==> src/rtl/i2c_pkg.sv <==
// Shared types and default parameters for the I2C bus front end.
package i2c_pkg;

    typedef enum logic [0:0] {
        IDLE = 1'b0,
        BUSY = 1'b1
    } bus_state_t;

    localparam int unsigned I2C_SYNC_STAGES    = 2;
    localparam int unsigned I2C_FILTER_CYCLES  = 3;
    localparam int unsigned I2C_TIMEOUT_CYCLES = 1000;

endpackage

==> src/rtl/i2c_line_filter.sv <==
// Synchronizer plus glitch filter for one open-drain I2C line (idles high).
module i2c_line_filter
    import i2c_pkg::*;
#(
    parameter int unsigned SYNC_STAGES   = I2C_SYNC_STAGES,
    parameter int unsigned FILTER_CYCLES = I2C_FILTER_CYCLES
) (
    input  logic clk,
    input  logic rst,
    input  logic line_in,
    output logic line_out,
    output logic settled
);

    localparam int unsigned CW = $clog2(FILTER_CYCLES + 1);

    logic [SYNC_STAGES-1:0] sync_q;
    logic [CW-1:0]          cnt_q;
    logic                   synced;

    assign synced  = sync_q[SYNC_STAGES-1];
    assign settled = (cnt_q == '0);

    // Metastability chain; resets to the released (high) line level.
    always_ff @(posedge clk or posedge rst) begin
        if (rst) begin
            sync_q <= '1;
        end else begin
            sync_q <= {sync_q[SYNC_STAGES-2:0], line_in};
        end
    end

    // Filtered level only follows the synced level after it has differed for FILTER_CYCLES cycles in a row.
    always_ff @(posedge clk or posedge rst) begin
        if (rst) begin
            line_out <= 1'b1;
            cnt_q    <= '0;
        end else if (synced == line_out) begin
            cnt_q <= '0;
        end else if (cnt_q == CW'(FILTER_CYCLES - 1)) begin
            line_out <= synced;
            cnt_q    <= '0;
        end else begin
            cnt_q <= cnt_q + 1'b1;
        end
    end

endmodule

==> src/rtl/i2c_bus_frontend.sv <==
// I2C bus front end: filtered SCL/SDA, edge strobes, START/STOP detection,
// bus busy tracking and SCL-low timeout for the slave controller.
module i2c_bus_frontend
    import i2c_pkg::*;
#(
    parameter int unsigned SYNC_STAGES    = I2C_SYNC_STAGES,
    parameter int unsigned FILTER_CYCLES  = I2C_FILTER_CYCLES,
    parameter int unsigned TIMEOUT_CYCLES = I2C_TIMEOUT_CYCLES
) (
    input  logic clk,
    input  logic rst,
    input  logic scl_in,
    input  logic sda_in,
    output logic out_scl,
    output logic out_sda,
    output logic out_scl_rise,
    output logic out_scl_fall,
    output logic out_start,
    output logic out_rep_start,
    output logic out_stop,
    output logic out_bus_busy,
    output logic out_timeout
);

    localparam int unsigned ARM_CYCLES = SYNC_STAGES + FILTER_CYCLES;
    localparam int unsigned ACW        = $clog2(ARM_CYCLES + 1);
    localparam int unsigned TCW        = (TIMEOUT_CYCLES == 0) ? 1 : $clog2(TIMEOUT_CYCLES + 1);

    logic           scl_settled;
    logic           sda_settled;
    logic           scl_prev_q;
    logic           sda_prev_q;
    logic           armed_q;
    logic [ACW-1:0] arm_cnt_q;
    logic [TCW-1:0] to_cnt_q;
    bus_state_t     state_q;

    logic           arm_ok;
    logic           start_det;
    logic           stop_det;
    logic           timeout_hit;

    i2c_line_filter #(
        .SYNC_STAGES   (SYNC_STAGES),
        .FILTER_CYCLES (FILTER_CYCLES)
    ) u_scl_filter (
        .clk      (clk),
        .rst      (rst),
        .line_in  (scl_in),
        .line_out (out_scl),
        .settled  (scl_settled)
    );

    i2c_line_filter #(
        .SYNC_STAGES   (SYNC_STAGES),
        .FILTER_CYCLES (FILTER_CYCLES)
    ) u_sda_filter (
        .clk      (clk),
        .rst      (rst),
        .line_in  (sda_in),
        .line_out (out_sda),
        .settled  (sda_settled)
    );

    // Bus conditions from previous/current filtered levels; START has priority over the timeout.
    always_comb begin
        arm_ok      = out_scl && out_sda && scl_settled && sda_settled;
        start_det   = armed_q && scl_prev_q && out_scl && sda_prev_q && !out_sda;
        stop_det    = armed_q && scl_prev_q && out_scl && !sda_prev_q && out_sda;
        timeout_hit = (TIMEOUT_CYCLES != 0) && (state_q == BUSY) && !out_scl
                      && (to_cnt_q == TCW'(TIMEOUT_CYCLES)) && !start_det;
    end

    // Previous filtered levels and registered SCL edge strobes.
    always_ff @(posedge clk or posedge rst) begin
        if (rst) begin
            scl_prev_q   <= 1'b1;
            sda_prev_q   <= 1'b1;
            out_scl_rise <= 1'b0;
            out_scl_fall <= 1'b0;
        end else begin
            scl_prev_q   <= out_scl;
            sda_prev_q   <= out_sda;
            out_scl_rise <= out_scl && !scl_prev_q;
            out_scl_fall <= !out_scl && scl_prev_q;
        end
    end

    // Arm condition detection only once the bus has been quietly idle long enough; a timeout disarms.
    always_ff @(posedge clk or posedge rst) begin
        if (rst) begin
            armed_q   <= 1'b0;
            arm_cnt_q <= '0;
        end else if (timeout_hit) begin
            armed_q   <= 1'b0;
            arm_cnt_q <= '0;
        end else if (!arm_ok) begin
            arm_cnt_q <= '0;
        end else if (!armed_q) begin
            if (arm_cnt_q == ACW'(ARM_CYCLES - 1)) begin
                armed_q <= 1'b1;
            end else begin
                arm_cnt_q <= arm_cnt_q + 1'b1;
            end
        end
    end

    // IDLE/BUSY tracking, condition strobes and the saturating SCL-low timeout counter.
    always_ff @(posedge clk or posedge rst) begin
        if (rst) begin
            state_q       <= IDLE;
            out_start     <= 1'b0;
            out_rep_start <= 1'b0;
            out_stop      <= 1'b0;
            out_timeout   <= 1'b0;
            out_bus_busy  <= 1'b0;
            to_cnt_q      <= '0;
        end else begin
            out_start     <= start_det;
            out_rep_start <= start_det && (state_q == BUSY);
            out_stop      <= stop_det;
            out_timeout   <= timeout_hit;
            out_bus_busy  <= (state_q == BUSY);
            if (start_det) begin
                state_q  <= BUSY;
                to_cnt_q <= '0;
            end else if (stop_det || timeout_hit) begin
                state_q  <= IDLE;
                to_cnt_q <= '0;
            end else if ((state_q == BUSY) && !out_scl) begin
                if ((TIMEOUT_CYCLES != 0) && (to_cnt_q != TCW'(TIMEOUT_CYCLES))) begin
                    to_cnt_q <= to_cnt_q + 1'b1;
                end
            end else begin
                to_cnt_q <= '0;
            end
        end
    end

endmodule
==> config.mk <==
export PLATFORM = sky130hd
export DESIGN_NAME = i2c_bus_frontend
export DESIGN_NICKNAME = d
export VERILOG_FILES = /design/src/rtl/i2c_pkg.sv /design/src/rtl/i2c_line_filter.sv /design/src/rtl/i2c_bus_frontend.sv
export SDC_FILE = /design/constraint.sdc
export NUM_CORES = 1
export LEC_CHECK = 0
export BUFFER_PORTS_ARGS = -buffer_cell sky130_fd_sc_hd__buf_2
export CORE_MARGIN = 2
export CORE_UTILIZATION = 56
export CTS_CLUSTER_SIZE = 12
export DETAILED_ROUTE_END_ITERATION = 10
export GPL_TIMING_DRIVEN = 1
export PLACE_DENSITY = 0.76
export SYNTH_ARGS = -nofsm -noshare
export SYNTH_HDL_FRONTEND = slang
export SYNTH_SLANG_ARGS = --single-unit
==> constraint.sdc <==
create_clock -name clk -period 1.8 [get_ports clk]
set_input_delay 0.27 -clock clk [delete_from_list [all_inputs] [get_ports clk]]
set_output_delay 0.27 -clock clk [all_outputs]
set_load 0.02 [all_outputs]
# == Yosys cells after proc, flatten, opt, wreduce, memory -nomap -nowiden ==
# Cells that the tools add are included.
# classes
add_sub_neg,4
n_eq_ne,10
n_mux,18
bitwise_logic,2
reduce_logical,28
# ops
operator,n
$mux W10,4
$logic_and A1 B1 Y1,15
$mux W3,4
$add A10 B1 Y10 const B,1
$eq A10 B10 Y1 const B,1
$ne A10 B10 Y1 const B,1
$mux W2,4
$mux W1,6
$reduce_and A2 Y1,3
$logic_not A1 Y1,5
$add A2 B1 Y2 const B,2
$eq A2 B2 Y1 const B,2
$logic_not A2 Y1,2
$ne A4 B2 Y1 const B,1
$reduce_bool A2 Y1,2
$add A3 B1 Y3 const B,1
$eq A3 B3 Y1 const B,1
$ne A3 B2 Y1 const B,1
$ne A3 B3 Y1 const B,1
$eq A1 B1 Y1,2
$not A1 Y1,2
$logic_or A1 B1 Y1,1
# word_totals
reg_bits,34
input_bits,4
output_inout_bits,9

# == Longest topological paths before layout ==
# Gate-level depths: netlist of the first run.
# depth
word_depth,9
depth_mapped,6
ltp_nobuf,6

# == Modules after synthesis ==
# Synthesis of the first run repeated with hierarchy kept, for this count alone.
# unflattened
cells_unflattened,124
hier_area_um2,1458.9
# modules_own_cells
module,n_inst,cells_per_inst,area_per_inst_um2,seq_area_each_um2
i2c_bus_frontend,1,100,1086.0,603.1
i2c_line_filter,2,12,186.4,128.9

# == Least setup slack after synthesis of the first run ==
# Ideal clock, no wire load.
# synth_timing
kind,register to register
startpoint,register u_scl_filter.line_out
endpoint,register state_q
setup_ps,140
arrival_time_ps,1318
required_ps,1660
setup_slack_ps,342
stages_incl_launch_ff,5
path_cell_list,dfstp_2 > clkbuf_1 > nand2b_1 > o21bai_2 > o21ai_0
# synth_via
elab_chain_cells,7
word_cells_on_any_way,13
cone_classes,mux (1); reduce/logical (12)
# synth_rtl
item,line,text
start: declaration,i2c_line_filter.sv:11,"output logic line_out,"
start signal: assignment,i2c_line_filter.sv:41,line_out <= synced;
$logic_and A1 B1 Y1,"i2c_bus_frontend.sv:68, i2c_bus_frontend.sv:69",
$logic_and A1 B1 Y1 (2 in a row),i2c_bus_frontend.sv:68,start_det = armed_q && scl_prev_q && out_scl && sda_prev_q && !out_sda;
$logic_not A1 Y1,i2c_bus_frontend.sv:71,&& (to_cnt_q == TCW'(TIMEOUT_CYCLES)) && !start_det;
$logic_and A1 B1 Y1,i2c_bus_frontend.sv:71,
$logic_or A1 B1 Y1,i2c_bus_frontend.sv:127,end else if (stop_det || timeout_hit) begin
$reduce_bool A2 Y1 (no source line),--,
end signal: assignment,i2c_bus_frontend.sv:111,state_q <= IDLE;
end signal: assignment,i2c_bus_frontend.sv:125,state_q <= BUSY;
end signal: assignment,i2c_bus_frontend.sv:128,state_q <= IDLE;
end: declaration,i2c_bus_frontend.sv:36,bus_state_t state_q;
# Several ways; a longest one is shown, not always the timed one.
# A chain may end at the register's enable or synchronous reset.

# == Worst setup path after layout of the first run ==
# layout_timing
startpoint,register to_cnt_q[0]
endpoint,register state_q
# layout_via
elab_chain_cells,5
# layout_rtl
item,line,text
start: declaration,i2c_bus_frontend.sv:35,logic [TCW-1:0] to_cnt_q;
start signal: assignment,i2c_bus_frontend.sv:132,to_cnt_q <= to_cnt_q + 1'b1;
$eq A10 B10 Y1,i2c_bus_frontend.sv:71,
$logic_and A1 B1 Y1 (2 in a row),i2c_bus_frontend.sv:71,
$logic_or A1 B1 Y1,i2c_bus_frontend.sv:127,
$reduce_bool A2 Y1 (no source line),--,
# Every way passes these cells.

==> results of run 1 <==
==> routing by layer <==
| metal | global-route usage (%) | part of all wire (%) |
|---|---|---|
| met1 | 22.9 | 47 |
| met4 | 5.13 | 0.31 |
| met3 | 8.33 | 3.5 |
| met5 | 0 | 0 |
| met2 | 28.9 | 49 |
==> worst max-delay path: cells and delay by family, from the launching register on <==
kind	cells	cell delay, ps
compound gates	2	510
fa+ha+maj	1	140
buf+inv	1	80
flops	1	440
simple gates	1	200
==> per-stage QoR <==
stage,std cells,worst slack (ps),power [mW],hold slack [ps]
finish,175,306,1.80,362
global route,175,181,1.91,366
CTS,173,310,1.82,1.86
detailed placement,164,310,1.38,349
global placement,164,390,1.36,346
floorplan,122,342,1.28,274
==> layout make-up <==
cell class / instances / area [um2]
Clock buffer: 6 / 51.3
Timing Repair Buffer: 16 / 97.6
Tap cell: 30 / 37.5
Fill cell: 191 / 832
Sequential cell: 34 / 861
Inverter: 9 / 33.8
Clock inverter: 2 / 12.5
Multi-Input combinational cell: 78 / 484
==> synth_stat cells <==
master / number
dfstp_2: 8
or3_1: 2
xnor2_1: 6
o21a_1: 1
nor2b_1: 4
nor4_1: 1
nor2_1: 14
o21bai_2: 1
clkbuf_1: 1
a21oi_1: 6
mux2_2: 2
nand3_2: 1
nor3_1: 6
nor4bb_1: 1
nand2b_1: 1
o211ai_1: 1
nand3_1: 7
and2_1: 1
nand4_1: 3
and3_1: 2
xor2_1: 2
o21ai_0: 2
dfrtp_1: 26
a31oi_1: 2
ha_1: 4
nor3b_1: 2
inv_1: 9
nand2_1: 6
==> repair_timing <==
item / CTS / global route
hold buffers: 1 / 2
buffers inserted: 0 / 0
hold endpoints to repair: 13 / 2
==> kinds of logic (layout without fill, tap and decap cells) <==
logic type	count (synthesis)	count (layout)
AO/OA/AOI/OAI	13	13
adder cells (fa/ha/maj)	4	4
flip-flops	34	34
AND/OR/NAND/NOR	51	51
buffers and inverters	10	33
multiplexers	2	2
XOR/XNOR	8	8
==> registers in the layout (all words and copies together), names as in the netlist <==
name	cells
scl_prev_q	1
out_rep_start	1
armed_q	1
u_sda_filter.line_out	1
sda_prev_q	1
out_timeout	1
out_start	1
to_cnt_q	10
u_scl_filter.cnt_q	2
out_bus_busy	1
arm_cnt_q	3
u_scl_filter.sync_q	2
u_sda_filter.sync_q	2
u_sda_filter.cnt_q	2
out_stop	1
out_scl_rise	1
u_scl_filter.line_out	1
out_scl_fall	1
state_q	1
==> where the power goes <==
part / internal (mW) / switching, mW
registers: 0.922 / 0.127
logic: 0.151 / 0.164
clock network: 0.188 / 0.248
total: 1.26 / 0.539
==> path summary, 6_finish.rpt <==
path / end / depth (start not counted) / slack [ps] / startpoint
worst max-delay path: state_q$_DFFE_PP0P_ / 5 / 310 / to_cnt_q[0]$_DFFE_PP0P_
worst min-delay path: u_sda_filter.sync_q[1]$_DFF_PP1_ / 0 / 360 / u_sda_filter.sync_q[0]$_DFF_PP1_
worst max register to register: state_q$_DFFE_PP0P_ / 5 / 310 / to_cnt_q[0]$_DFFE_PP0P_
worst min register to register: u_sda_filter.sync_q[1]$_DFF_PP1_ / 0 / 360 / u_sda_filter.sync_q[0]$_DFF_PP1_
max in group asynchronous: scl_prev_q$_DFF_PP1_ / 4 / 910 / rst
min in group asynchronous: u_scl_filter.cnt_q[1]$_DFF_PP0_ / 4 / 550 / rst
==> key figures, run 1 <==
GRT
  – GRT Residual Overflow: 0
  – Initial antenna violation count: 0
  – Tot GR Track Use: 18.4%
  – Vias in the first global route: 856
  – Largest net degree at the start of global routing: 35
  – First-pass GRT wire length: 3680 um

Pwr
  – VDD IR-drop max: 0.989 mV
  – P_leak: 0.686 nW
  – Power density cells: 1140 mW/mm2

Clock tree
  – Root buf cell: clkbuf_4
  – Num CTS Buffers: 5
  – Post-CTS Resized: 0
  – Clk slew on worst S/H paths: 100 ps
  – Clk_lat worst skew: 330 ps
  – CTS H-Tree Depth: 2
  – Clock Path Buffers: 2
  – CTS tree: built
  – Clock sink count: 34

Yosys
  – Yosys warns: 0
  – Synthesized cell area: 0.00138 mm2
  – Cell variety after synth: 28
  – Cells after Synth: 122
  – Adder-cell area share of the yosys netlist: 3.62%
  – XOR/XNOR Fraction of Synth Area: 5.07%
  – Seq/Total Area, Yosys: 62.3%
  – Synth Area in Compound Gates: 5.70%
  – Synth Register Bits: 34
  – Synth Net Count: 130
  – Post-synthesis mux area share: 1.63%
  – Dominant cell type by area after synthesis: dfrtp_1
  – Largest family of logic cells by synthesized area: simple AND/OR/NAND/NOR gates
  – Avg Cell Area, Syn: 11.3 um2
  – Simple-Gate Fraction of Synth Area: 19.0%
  – Largest cells by area after synthesis: dfrtp_1 (47%), dfstp_2 (15%), nor2_1 (3.8%)
  – Area share of the leading cell type in the synthesized netlist: 47.1%

Detailed routing
  – Routed vias/inst: 5.35
  – Post-route DRC: 0
  – WL per Instance: 12.7 um
  – WL final: 2230 um
  – Detailed Routing Iterations Pass 1: 4
  – Antenna Nets Post-Route: 0
  – Vias: 936
  – Drt first-iter violations: 15

Placement
  – DP Wirelength: 1590 um
  – Final GP Congestion: 0.796
  – Port bufs: 12
  – DP Area: 0.00148 mm2

STA
  – FMAX: 669 MHz
  – Clock Skew: 7.36 ps
  – Max-slew violations: 0
  – Final Hold Fails: 0
  – Final worst-path cycle share: 83.0%
  – Relative slew margins: 72.6%
  – Worst-margin pin slew: 411 ps
  – Post-layout min period: 1490 ps
  – Total negative setup slack: 0 ps
  – Setup Viol. Count Final: 0
  – RSZ-0062 raised after global routing: false

Critical path
  – CP Max Fanout: 8
  – Crit start category: register
  – Critical Path AT: 1700 ps
  – Slowest cell on crit path: dfrtp_1
  – Largest stage delay, worst path: 440 ps
  – Cell chain of the critical path: inv_1 -> ha_1 -> nand4_1 -> o21bai_2 -> o21ai_0
  – Worst Path Required: 2010 ps
  – Endpoint class of the critical path: register
  – WS Path Type: reg -> reg

Floorplan
  – Ports: 13
  – Die width: 53.7 um
  – Height of the die: 53.7 um
  – Initial Util: 57.4%
  – Core area: 0.00241 mm2
  – Die footprint: 0.00288 mm2
  – Num rows: 18

Layout
  – Layout cells sized above 1: 22.8%
  – Area Growth Syn to Fin: 14.1%
  – Post-route core utilization: 65.5%
  – Commonest non-fill, non-tap cell in the layout: dfrtp_1
  – Ant. Diodes: 0
  – Design area: 0.00158 mm2
  – Total Nets Final: 152
  – Commonest non-fill, non-tap cells in the layout: dfrtp_1 (26), nor2_1 (14), buf_2 (12), inv_1 (9), dfstp_2 (8)

Status
  – Status: completed

Hold path
  – Hold Path Class: reg -> reg

Job
  – Max cap viols: 0
Power figures use the tool's default switching activity.
==> run 2, diff against run 1 <==
Settings changed: ABC_AREA from default to 1, CORE_UTILIZATION 56 to 52, PLACE_DENSITY 0.76 to 0.74.
Clock period 1.8 ns to 1.2 ns, I/O delays scaled along.
==> run 2 against run 1 <==
The run now ends with setup timing left. Combinational power grew to 3.5 times the previous value. Worst setup slack lost 390 ps. Largest power group unchanged. Sequential power grew 45%. Clock power grew 50%. Highest routed layer unchanged. Clock skew grew 12 ps. Total power grew 82%. Largest cell class unchanged. Flip-flop and latch count is the same. Synthesized cell count grew 37%.
==> key figures, run 2 <==
STA
  – Post-layout min period: 1280 ps
  – Hold Slack: 359 ps
  – Total negative setup slack: -773 ps
  – Max-slew violations: 0
  – Relative slew margins: 72.2%
  – Worst-margin pin slew: 417 ps
  – Final Hold Fails: 0
  – FMAX: 778 MHz
  – Fin worst setup slack: -84.9 ps
  – Final worst-path cycle share: 107%
  – RSZ-0062 raised after global routing: true
  – Clock Skew: 19.3 ps
  – Setup Viol. Count Final: 14

Critical path
  – WS Path Type: reg -> out
  – Slowest cell on crit path: dfstp_2
  – Largest stage delay, worst path: 560 ps
  – Crit start category: register
  – CP Max Fanout: 2
  – Cell chain of the critical path: buf_6 -> buf_6
  – Critical Path AT: 1100 ps
  – Endpoint class of the critical path: primary output
  – Worst Path Required: 1020 ps
  – Top cell by count, worst path: buf_6

Layout
  – Commonest non-fill, non-tap cells in the layout: nand2_1 (33), dfrtp_1 (25), inv_1 (24), nor2_1 (15)
  – Ant. Diodes: 0
  – Most flops, register: to_cnt_q
  – Total Nets Final: 211
  – Area Growth Syn to Fin: 29.2%
  – Largest register FFs: 10
  – Commonest non-fill, non-tap cell in the layout: nand2_1
  – Regs by FF count: to_cnt_q: 10 flops, arm_cnt_q: 3 flops
  – Layout cells sized above 1: 37.7%
  – Post-route core utilization: 71.3%
  – Design area: 0.00197 mm2

Job
  – Max cap viols: 0

Floorplan
  – Height of the die: 58.1 um
  – Num rows: 19
  – Die footprint: 0.00337 mm2
  – Initial Util: 55.2%
  – Die width: 58.1 um
  – Ports: 13
  – Core area: 0.00276 mm2

Detailed routing
  – WL final: 2950 um
  – Vias: 1220
  – Routed vias/inst: 5.19
  – WL per Instance: 12.6 um
  – Drt first-iter violations: 41
  – Antenna Nets Post-Route: 0
  – Detailed Routing Iterations Pass 1: 4
  – Post-route DRC: 0

Yosys
  – Cells after Synth: 167
  – Area share of the leading cell type in the synthesized netlist: 42.8%
  – Synth Register Bits: 34
  – Synth Net Count: 175
  – Post-synth EDFFs: 0
  – Dominant cell type by area after synthesis: dfrtp_1
  – Synth cell count leaders: nand2_1 (37), inv_1 (30), dfrtp_1 (26)
  – FFs w/ async S/R, synth: 100%
  – Seq/Total Area, Yosys: 56.6%
  – Yosys warns: 0
  – Prevailing post-synth register cell: dfrtp_1
  – Most frequent cell after synthesis: nand2_1
  – Synthesized cell area: 0.00152 mm2
  – Cell variety after synth: 21
  – Largest cells by area after synthesis: dfrtp_1 (43%), dfstp_2 (14%), nand2_1 (9.1%)
  – Avg Cell Area, Syn: 9.11 um2

GRT
  – GR peak layer: met2
  – Tot GR Track Use: 19.2%
  – Largest net degree at the start of global routing: 35
  – First-pass GRT wire length: 4770 um
  – M1 GR Usage: 22.8%
  – Vias in the first global route: 1148
  – Initial antenna violation count: 0
  – Routing usage on met3: 4.91%
  – GRT Residual Overflow: 0
  – GR Util met2: 32.3%

Status
  – Failing checks: setup timing
  – Status: finished with violations

Pwr
  – VDD IR-drop max: 1.56 mV
  – P_leak: 0.943 nW
  – Power density cells: 1660 mW/mm2

Clock tree
  – Num CTS Buffers: 5
  – Clock sink count: 34
  – Clk_lat worst skew: 340 ps
  – Clk slew on worst S/H paths: 100 ps
  – CTS tree: built
  – Root buf cell: clkbuf_4
  – CTS H-Tree Depth: 2
  – Clock Path Buffers: 2

Placement
  – DP Area: 0.00167 mm2
  – DP Wirelength: 1870 um
  – Final GP Congestion: 0.843
  – Port bufs: 12

Hold path
  – Hold Path Class: reg -> reg
## run 2: cell count changes after synthesis, moves of 4 or more
| cell | previous run | this run |
|---|---|---|
| nor2_1 | 14 | 23 |
| nor2b_1 | 4 | 0 |
| inv_1 | 9 | 30 |
| nand2_1 | 6 | 37 |
| a21oi_1 | 6 | 1 |
## run 2: worst max-delay path: cells and delay by family (launching register included)
kind	cells	cell delay (ps)
buffers and inverters	2	200
flip-flops	1	560
## run 2: layout make-up
cell class	instances	area, um2
Timing Repair Buffer	30	234
Tap cell	31	38.8
Sequential cell	34	862
Clock buffer	8	58.8
Fill cell	190	792
Multi-Input combinational cell	102	657
Inverter	30	115
## run 2: power by group
part	internal, mW	leakage [nW]	switching, mW
clock	0.289	0.0326	0.364
sequential	1.38	0.440	0.143
combinational	0.506	0.471	0.584
total	2.18	0.943	1.09
## run 2: layer usage
metal / vias to the layer above / share of wire [%]
li1: 582 / -
met1: 583 / 44
met2: 47 / 47
met3: 8 / 5.8
met4: 0 / 2.9
met5: - / 0
## run 2: path summary, 6_finish.rpt
path	from	end	slack, ps	depth (start not counted)
max in group asynchronous	rst	u_sda_filter.line_out$_DFFE_PP1P_	400	4
worst min-delay path	u_sda_filter.sync_q[0]$_DFF_PP1_	u_sda_filter.sync_q[1]$_DFF_PP1_	360	0
min in group asynchronous	rst	arm_cnt_q[2]$_DFFE_PP0P_	450	4
worst max register to register	to_cnt_q[0]$_DFFE_PP0P_	to_cnt_q[1]$_DFFE_PP0P_	-80	7
worst min register to register	u_sda_filter.sync_q[0]$_DFF_PP1_	u_sda_filter.sync_q[1]$_DFF_PP1_	360	0
worst max-delay path	u_scl_filter.line_out$_DFFE_PP1P_	out_scl	-80	2
## run 2: repair_timing
item                                    4_1_cts  5_1_grt
hold buffers                                  3        0
buffers inserted                              5        4
hold endpoints to repair                     28        0
gates resized for setup                      24       21
cloned                                        0        0
endpoints found under the setup margin       16       17
pin swaps                                    10        8
## run 2: metrics by stage
stage / instances / total power [mW] / setup slack, ps
global placement: 216 / 2.16 / 1.75
CTS: 232 / 3.07 / -93.0
global route: 235 / 3.44 / -163
floorplan: 167 / 1.96 / 4.38
detailed placement: 216 / 2.20 / -78.3
finish: 235 / 3.27 / -84.9
## run 2: cell families after synthesis
group / synth area share, %
buffers and inverters: 7.90
adder cells (fa/ha/maj): 3.29
XOR/XNOR: 2.88
flip-flops: 56.6
AND/OR/NAND/NOR: 26.4
AO/OA/AOI/OAI: 2.96
==> run 3, diff against run 2 <==
Settings changed: PLACE_DENSITY 0.74 to default, PLACE_DENSITY_LB_ADDON from default to 0.05.
==> run 3 against run 2 <==
The flow still finishes with violations (setup timing). Core utilization increased by 2.5 points. Combinational power increased by 15%. Final area increased by 3.5%. Non-clock buffer count increased by 8. Largest cell class unchanged. Routed wire length increased by 3.6%. Critical path type is now reg -> reg. Largest power group unchanged. Die area unchanged. Final cell count increased by 3.4%.
==> key figures, run 3 (synthesized netlist as in run 2, its figures left out) <==
Critical path
  – Top cell by count, worst path: nor2_2
  – Endpoint class of the critical path: register
  – CP Max Fanout: 8
  – Worst Path Required: 1460 ps
  – Number of buffers and inverters on the critical path: 2
  – Slowest cell on crit path: dfstp_2
  – Crit-path leading delay family: flip-flops
  – Cell chain of the critical path: buf_6 -> inv_6 -> nand2_4 -> nor2_2 -> nand3_2 -> nand3_4 -> nor2_2
  – WS Path Type: reg -> reg
  – Crit start category: register
  – Critical Path AT: 1540 ps
  – Largest stage delay, worst path: 570 ps

GRT
  – GR peak layer: met2
  – M1 GR Usage: 24.6%
  – Vias in the first global route: 1174
  – Initial antenna violation count: 0
  – Largest net degree at the start of global routing: 35
  – GRT Residual Overflow: 0
  – Routing usage on met3: 4.69%
  – First-pass GRT wire length: 4840 um
  – Tot GR Track Use: 19.2%
  – GR Util met2: 31.8%

Layout
  – Area Growth Syn to Fin: 33.7%
  – Regs by FF count: to_cnt_q: 10 flops, arm_cnt_q: 3 flops
  – Ant. Diodes: 0
  – Total Nets Final: 219
  – Most flops, register: to_cnt_q
  – Largest register FFs: 10
  – Fillcell total: 204
  – Non-Filler Instances: 243
  – Commonest non-fill, non-tap cell in the layout: nand2_1
  – Area of the multi-input gates: 648 um2
  – Commonest non-fill, non-tap cells in the layout: nand2_1 (31), dfrtp_1 (26), inv_1 (21), buf_4 (17), nor2_1 (16)
  – Layout cells sized above 1: 42.9%
  – FF/Latch Area: 861 um2
  – Post-route core utilization: 73.8%

Pwr
  – Power density cells: 1690 mW/mm2
  – P_leak: 0.989 nW
  – VDD IR-drop max: 1.94 mV
  – Pwr Total: 3.44 mW

Floorplan
  – Die footprint: 0.00337 mm2
  – Ports: 13
  – Num rows: 19
  – Height of the die: 58.1 um
  – Initial Util: 55.2%
  – Die width: 58.1 um
  – Core area: 0.00276 mm2

Detailed routing
  – Drt first-iter violations: 27
  – Post-route DRC: 0
  – WL final: 3060 um
  – Detailed Routing Iterations Pass 1: 4
  – Vias: 1219
  – Antenna Nets Post-Route: 0
  – WL per Instance: 12.6 um
  – Routed vias/inst: 5.02

STA
  – Final Hold Fails: 0
  – Worst-margin pin slew: 250 ps
  – FMAX: 780 MHz
  – Clock Skew: 9.75 ps
  – Hold Slack: 363 ps
  – Post-layout min period: 1280 ps
  – Relative slew margins: 83.4%
  – Fin worst setup slack: -81.6 ps
  – Max-slew violations: 0
  – RSZ-0062 raised after global routing: true
  – Final worst-path cycle share: 107%
  – Setup Viol. Count Final: 13

Status
  – Status: finished with violations
  – Failing checks: setup timing

Clock tree
  – CTS H-Tree Depth: 2
  – Clock Path Buffers: 2
  – Clock sink count: 34
  – CTS tree: built
  – Clk slew on worst S/H paths: 100 ps
  – Num CTS Buffers: 5
  – Root buf cell: clkbuf_4
  – Clk_lat worst skew: 330 ps

Job
  – Max cap viols: 0

Placement
  – Placed cells: 217
  – Final GP Congestion: 0.808
  – DP Wirelength: 1900 um
  – Port bufs: 12
  – Post-place setup slack: -75.1 ps

Hold path
  – Hold Path Class: reg -> reg
run 3: changes by cell type in the layout (fill, tap and decap cells not counted), moves of 2 or more:
cell,before,now
nand2_1,33,31
buf_4,10,17
nor2_4,7,5
inv_2,5,7
nand2_2,3,6
ha_2,0,2
inv_1,24,21
ha_1,3,1
run 3: what timing repair did:
action                                  4_1_cts  5_1_grt
buffers inserted                              9        7
hold buffers                                  3        0
endpoints found under the hold margin        28        0
pin swaps                                    10       15
resized for setup                            23       26
endpoints found under the setup margin       16       17
run 3: final cells by class:
type                    count  area share [%]
clock buffers               7            2.71
clock inverters             1           0.246
inverters                  30            5.90
multi-input cells         102            31.9
flip-flops and latches     34            42.3
well taps                  31            1.91
repair buffers             38            15.1
run 3: path summary, 6_finish.rpt:
| kind | from | endpoint | slack, ps | cells after the start |
|---|---|---|---|---|
| min in group asynchronous | rst | state_q$_DFFE_PP0P_ | 450 | 4 |
| setup reg to reg | u_scl_filter.line_out$_DFFE_PP1P_ | to_cnt_q[5]$_DFFE_PP0P_ | -80 | 7 |
| setup / recovery | u_scl_filter.line_out$_DFFE_PP1P_ | to_cnt_q[5]$_DFFE_PP0P_ | -80 | 7 |
| max in group asynchronous | rst | u_sda_filter.sync_q[1]$_DFF_PP1_ | 500 | 4 |
| hold / removal | u_sda_filter.sync_q[0]$_DFF_PP1_ | u_sda_filter.sync_q[1]$_DFF_PP1_ | 360 | 0 |
| hold reg to reg | u_sda_filter.sync_q[0]$_DFF_PP1_ | u_sda_filter.sync_q[1]$_DFF_PP1_ | 360 | 0 |
run 3: per-layer routing:
metal / share of wire, % / routed length, um / vias up
met3: 4.0 / 122 / 8
li1: - / - / 597
met4: 2.8 / 85 / 0
met2: 50 / 1540 / 29
met1: 43 / 1310 / 585
met5: 0 / 0 / -
run 3: power by group:
part | internal (mW) | leakage [nW] | switching (mW) | total (mW)
logic | 0.613 | 0.512 | 0.637 | 1.25
registers | 1.38 | 0.441 | 0.162 | 1.54
clock network | 0.284 | 0.0353 | 0.364 | 0.648
total | 2.28 | 0.989 | 1.16 | 3.44
run 3: stage by stage:
stage	cell area [um2]	TNS (ps)
floorplan	1520	0
finish	2030	-771
global placement	1690	0
global route	2030	-1800
detailed placement	1690	-670
CTS	1910	-480
